===== src/rtl/wb_stage.sv =====
// Writeback stage: registers the LSU bundle, drives the register-file write
// port, the bypass port, the commit record, the retire counter and the ebreak halt.
module wb_stage (
    input  logic        clock,
    input  logic        reset,
    input  logic        ls_valid,
    input  logic        ls_flush,
    input  logic [63:0] ls_pc,
    input  logic [31:0] ls_inst,
    input  logic [63:0] ls_nextpc,
    input  logic [4:0]  ls_wdaddr,
    input  logic        ls_wen,
    input  logic        ls_readflag,
    input  logic        ls_csrflag,
    input  logic [63:0] ls_alures,
    input  logic [63:0] ls_lsures,
    input  logic [63:0] csr_rdata,
    input  logic        ls_ebreak,
    input  logic        ls_skipref,
    output logic        ready_ls,
    output logic        rf_wen,
    output logic [4:0]  rf_waddr,
    output logic [63:0] rf_wdata,
    output logic        byp_valid,
    output logic [4:0]  byp_addr,
    output logic [63:0] byp_data,
    output logic        commit_valid,
    output logic [63:0] commit_pc,
    output logic [31:0] commit_inst,
    output logic [63:0] commit_nextpc,
    output logic        commit_skipref,
    output logic        halted,
    output logic [63:0] halt_pc,
    output logic [63:0] instret
);

    typedef enum logic {
        RUN  = 1'b0,
        HALT = 1'b1
    } state_e;

    state_e      state_q, state_d;
    logic        accept;
    logic [63:0] wd_d;

    logic        v_q;
    logic [63:0] pc_q;
    logic [31:0] inst_q;
    logic [63:0] nextpc_q;
    logic [4:0]  waddr_q;
    logic        wen_q;
    logic [63:0] wd_q;
    logic        skipref_q;
    logic [63:0] halt_pc_q;
    logic [63:0] instret_q;

    always_comb begin
        state_d  = state_q;
        ready_ls = (state_q == RUN);
        halted   = (state_q == HALT);
        accept   = ls_valid & ready_ls & ~ls_flush;
        if (accept && ls_ebreak) begin
            state_d = HALT;
        end
    end

    // A load takes priority over a CSR read if both flags are raised.
    always_comb begin
        wd_d = ls_alures;
        if (ls_readflag) begin
            wd_d = ls_lsures;
        end else if (ls_csrflag) begin
            wd_d = csr_rdata;
        end
    end

    always_ff @(posedge clock) begin
        if (reset) begin
            state_q   <= RUN;
            v_q       <= 1'b0;
            pc_q      <= '0;
            inst_q    <= '0;
            nextpc_q  <= '0;
            waddr_q   <= '0;
            wen_q     <= 1'b0;
            wd_q      <= '0;
            skipref_q <= 1'b0;
            halt_pc_q <= '0;
            instret_q <= '0;
        end else begin
            state_q   <= state_d;
            v_q       <= accept;
            instret_q <= instret_q + {63'd0, v_q};
            if (accept) begin
                pc_q      <= ls_pc;
                inst_q    <= ls_inst;
                nextpc_q  <= ls_nextpc;
                waddr_q   <= ls_wdaddr;
                wen_q     <= ls_wen;
                wd_q      <= wd_d;
                skipref_q <= ls_skipref;
            end
            if (accept && ls_ebreak) begin
                halt_pc_q <= ls_pc;
            end
        end
    end

    assign rf_wen         = v_q & wen_q & (waddr_q != 5'd0);
    assign rf_waddr       = waddr_q;
    assign rf_wdata       = wd_q;
    assign byp_valid      = rf_wen;
    assign byp_addr       = waddr_q;
    assign byp_data       = wd_q;
    assign commit_valid   = v_q;
    assign commit_pc      = pc_q;
    assign commit_inst    = inst_q;
    assign commit_nextpc  = nextpc_q;
    assign commit_skipref = skipref_q;
    assign halt_pc        = halt_pc_q;
    assign instret        = instret_q;

endmodule


===== config.mk =====
export PLATFORM = sky130hd
export DESIGN_NAME = wb_stage
export DESIGN_NICKNAME = d
export VERILOG_FILES = /design/src/rtl/wb_stage.sv
export SDC_FILE = /design/constraint.sdc
export NUM_CORES = 1
export LEC_CHECK = 0
export CAP_MARGIN = 20
export CORE_AREA = 4 4 308 310
export DETAILED_ROUTE_END_ITERATION = 10
export DIE_AREA = 0 0 312 314
export DONT_BUFFER_PORTS = 1
export MAX_ROUTING_LAYER = met4
export RECOVER_POWER = 100
export SYNTH_ARGS = -nofsm -noshare
export SYNTH_HDL_FRONTEND = slang
export SYNTH_SLANG_ARGS = --single-unit

===== constraint.sdc =====
create_clock -name clock -period 2.9 [get_ports clock]
set_input_delay 0.29 -clock clock [delete_from_list [all_inputs] [get_ports clock]]
set_output_delay 0.29 -clock clock [all_outputs]
set_load 0.01 [all_outputs]

### Word level (Yosys, flattened, before mapping)

Index checks and enable logic that the tools add are counted.

* register bits: 361
* bits of input ports: 366
* output and inout port bits: 432
* logic and storage cells: 22

* add/sub/neg operators: 1
* multiplexer cells: 2
* bitwise logic cells: 6
* reduce and logical (&&, ||, !) cells: 2

Operators with widths (count)
* $mux W64: 2
* $add A64 B1 Y64: 1
* $reduce_bool A5 Y1: 1
* $and A1 B1 Y1: 4
* $not A1 Y1: 2
* $logic_and A1 B1 Y1: 1

### Longest topological paths before layout

* word-level depth: 4
* depth in mapped cells: 8
* depth with buffers taken out: 7

### Worst setup path after synthesis

Ideal clock, no wire load.

* path kind: reg2reg
* from: reg v_q, in the netlist commit_valid
* to: reg instret_q[54], in the netlist instret[54]
* library setup time: 0.070 ns
* data arrival time: 2.143 ns
* required time: 2.830 ns
* slack: 0.687 ns
* cell stages (with the launch flop): 8
* path buffers: 0
* period minus slack after synthesis: 2.213 ns
* cells stage by stage: dfxtp_1 -> ha_1 -> ha_1 -> nand4_2 -> nor4_4 -> nand4_2 -> or3_1 -> a21oi_1

* longest elaborated chain between the ends: 1

Ends and longest elaborated chain
* from (decl): RTL line 46 `logic v_q;`
* from (signal assigned): RTL line 92 `v_q <= accept;`
* $add A64 B1 Y64: RTL line 93 `instret_q <= instret_q + {63'd0, v_q};`
* to (signal assigned): RTL line 93
* to (decl): RTL line 55 `logic [63:0] instret_q;`

Every way passes these cells.
A chain may end at the register's enable or synchronous reset.

### Worst setup path after layout

* from: reg instret_q[46], in the netlist instret[46]
* to: reg instret_q[63], in the netlist instret[63]

* longest elaborated chain between the ends: 1

Ends and longest elaborated chain (RTL line)
* $add A64 B1 Y64: 93

Every way passes these cells.

==> summary by stage <==
Run status
The flow ran to the end, and the final reports show no timing, DRC or antenna violations.

Yosys
The fraction of the yosys area taken by sequential cells is 0.489. Each instance of the synthesized netlist takes up on average 7.72 um2. Counting flops with an async set or reset pin after synthesis yields a share of 0.

The count of unique library cells instantiated by Yosys is 30. The total number of yosys warnings is 0. The total of flip-flops plus latches after synthesis is 361.

The most used flip-flop cell after synthesis is dfxtp_1. The number of flops mapped to enable cells by yosys is 0. The cell area after technology mapping is 0.0148 mm2.

The number of nets in the synthesized netlist is between 2000 and 2500. In the synthesized netlist, the number of instances is between 1500 and 2000.

Floorplan
The core box area is slightly above 0.09 mm2. The horizontal die dimension is 312 um. The row count is 111.

The area enclosed by the die boundary is 0.0980 mm2. The boundary pin count is 798. The initial utilization of the core area, before any placement, comes to 0.161. From bottom edge to top edge, the die measures 314 um.

Layout
The area overhead of the layout relative to synthesis is 43.5%. The final cell count without fillers is 3433. The post-layout net count is 2579.

The number of filler instances in the final layout is 9830. The fraction of final layout cells sized beyond drive strength 1 is 0.0469. The most frequent standard cell in the layout excluding fill and tap cells is nand2_1. The library cells used most frequently in the layout, excluding fill and tap cells, are nand2_1, dlygate4sd3_1, dfxtp_1.

Timing
Setup repair after global routing left no endpoint under its margin. At the pin with the least slew margin, the transition time is 0.910 ns. The maximum frequency from static timing analysis is 361 MHz. The final-report max-slew violation count came to 0. The worst clock skew is 0.00856 ns. The final critical path time including I/O delays and setup is 2.77 ns. The aggregate negative setup slack is 0 ns. The final number of hold-violating endpoints is 0. Setup violations remaining at the end of the flow were counted as 0. The headroom to the max-slew limit is 0.394. Of the available clock period, the critical path in the final layout requires 0.954.

Worst setup path
STA classifies the critical path startpoint as a flop. The biggest fanout along the worst timing path is 8. The critical path is of the flop to flop type. Data on the critical path is required at its endpoint by 3.42 ns. The startpoint of the worst register-to-register path is instret[46]. The startpoint of the most critical setup path is instret[46]. The endpoint class of the critical path is a flop. The signal arrival time at the worst endpoint is 3.28 ns.

Clock tree
The clock slew seen by the registers of the worst setup and hold paths is 0.06 ns. The CTS H-tree depth is 2. The number of buffers added by the clock tree synthesis step is 40. The CTS tree is yes.

The largest buffer count on any clock path is 3. The tree built by TritonCTS fans out to 361 sinks. The root buffer cell is clkbuf_16.

For the worst-skew pair, the clock arrives at the later sink with an insertion delay of roughly 0.57 ns.

Place
The half-perimeter wire length after detailed placement is 47600 um. The number of instances in the placed design is 2928. The routability-driven placement congestion ratio is 0.895. During placement, the flow inserted port buffers numbering 0.

Route
The antenna violation net count after detailed routing is 0. The routed wire length is 68900 um. In the final routed layout, each cell accounts on average for approximately 20 um.

For this run, the detailed router's first-pass iteration total came to 6. The DRC violations left is 0. The routed layout has 14768 vias. The number of vias per cell is 4.30. In this run, the number of DRC markers left after iteration 0 of detailed routing was 1203.

Hold path
The path class of the lowest-slack min-delay path is primary input to flop. The startpoint identified for the worst hold timing path is ls_lsures[37].

Global routing
The initial antenna violation count is 6. The overall track demand over capacity in global routing is 0.136. Entering global routing, the biggest net connects 210 pins.

The via count of the first global-routing pass is 14737. The leftover overflow at the end of global routing is 0. The wire length of the first global-routing pass is 98300 um.

Power and ir drop
Summed over all cells, the static leakage comes to ~8.0 nW. The power density over the cells is roughly 560 mW/mm2. VDD sags by at most 0.507 mV.

Run
The max capacitance violation total is 0.
[state kept, by name, indices dropped and copies added (netlist names)]
signal          cells
commit_inst        32
commit_nextpc      64
halted              1
byp_addr            5
halt_pc            64
byp_data           64
commit_skipref      1
commit_pc          64
instret            64
wen_q               1
commit_valid        1
[area by class of cell]
cell class | instances | area, um2 | area share
multi-input cells | 1344 | 6510 | 0.307
inverters | 6 | 22.5 | 0.00106
flip-flops and latches | 361 | 7230 | 0.341
well taps | 1186 | 1480 | 0.0700
repair buffers | 458 | 4570 | 0.216
clock inverters | 12 | 129 | 0.00608
clock buffers | 60 | 1230 | 0.0580
diodes | 6 | 15.0 | 0.000709
[critical path, stage by stage (launching register included)]
cell and delay, ns:
dfxtp_1 0.52, nand4_1 0.21, nor4_1 0.53, nand4_1 0.33
or3_1 0.42, a21oi_1 0.14, dlygate4sd3_1 0.55
[layer usage]
metal / part of all wire / global-route usage / vias to the layer above
met2: 0.47 / 0.216 / 810
met5: 0 / - / -
met1: 0.35 / 0.138 / 6951
li1: - / - / 6849
met4: 0.047 / 0.0621 / 0
met3: 0.14 / 0.0727 / 158
[cell usage after synthesis (4+ instances only)]
cell,n,area (um2)
dfxtp_1,361,7230
or3_1,21,131
and3_1,12,75.1
nand2_1,673,2530
and2_1,4,25.0
xor2_1,32,280
a21oi_1,317,1590
xnor2_1,9,78.8
nand3_1,27,135
nand4_1,26,163
buf_1,15,56.3
o21ai_1,4,20.0
inv_1,6,22.5
buf_2,5,25.0
buf_4,70,526
mux2i_1,64,641
nor2_1,51,191
o21ai_0,80,400
clkbuf_1,112,420
nor3_1,6,30.0
nand4_2,4,50.1
[power by group]
group,switching (mW),internal (mW)
clock,2.16,3.11
sequential,0.356,5.15
combinational,0.522,0.534
[cell families (layout without fill, tap and decap cells)]
group | count (synthesis) | after routing | share of synthesized area
AND/OR/NAND/NOR | 834 | 834 | 0.233
AO/OA/AOI/OAI | 403 | 403 | 0.137
flip-flops | 361 | 361 | 0.489
buffers and inverters | 208 | 536 | 0.0711
multiplexers | 64 | 64 | 0.0434
XOR/XNOR | 41 | 41 | 0.0243
adder cells (fa/ha/maj) | 2 | 2 | 0.00169
other | 0 | 6 | 0
[through the flow]
stage / setup slack, ns / hold slack (ns) / cell area [um2] / utilization / power, mW
final: 0.134 / 0.0498 / 21200 / 0.231 / 11.8
after global routing: 0.00651 / 0.0316 / 21200 / 0.231 / 12.3
after CTS: 0.0626 / 0.00237 / 21200 / 0.231 / 12.0
after detailed placement: 0.250 / 0.393 / 15600 / 0.170 / 6.20
after global placement: 0.275 / 0.389 / 15600 / 0.170 / 6.19
after floorplan: 0.687 / 0.426 / 14800 / - / 6.05
[path summary, 6_finish.rpt]
| path | to | slack [ns] | depth (start not counted) |
|---|---|---|---|
| setup / recovery | instret[63] | 0.13 | 6 |
| hold / removal | byp_data[37] | 0.05 | 4 |
| setup reg to reg | instret[63] | 0.13 | 6 |
| hold reg to reg | commit_inst[2] | 0.51 | 2 |
[timing repair]
item                                    4_1_cts  5_1_grt
hold buffers                                422        0
hold endpoints to repair                    361        0
setup buffers                                 0        5
endpoints found under the setup margin        0       17
gates resized for setup                       0        7
(Power assumes the default switching activity.)
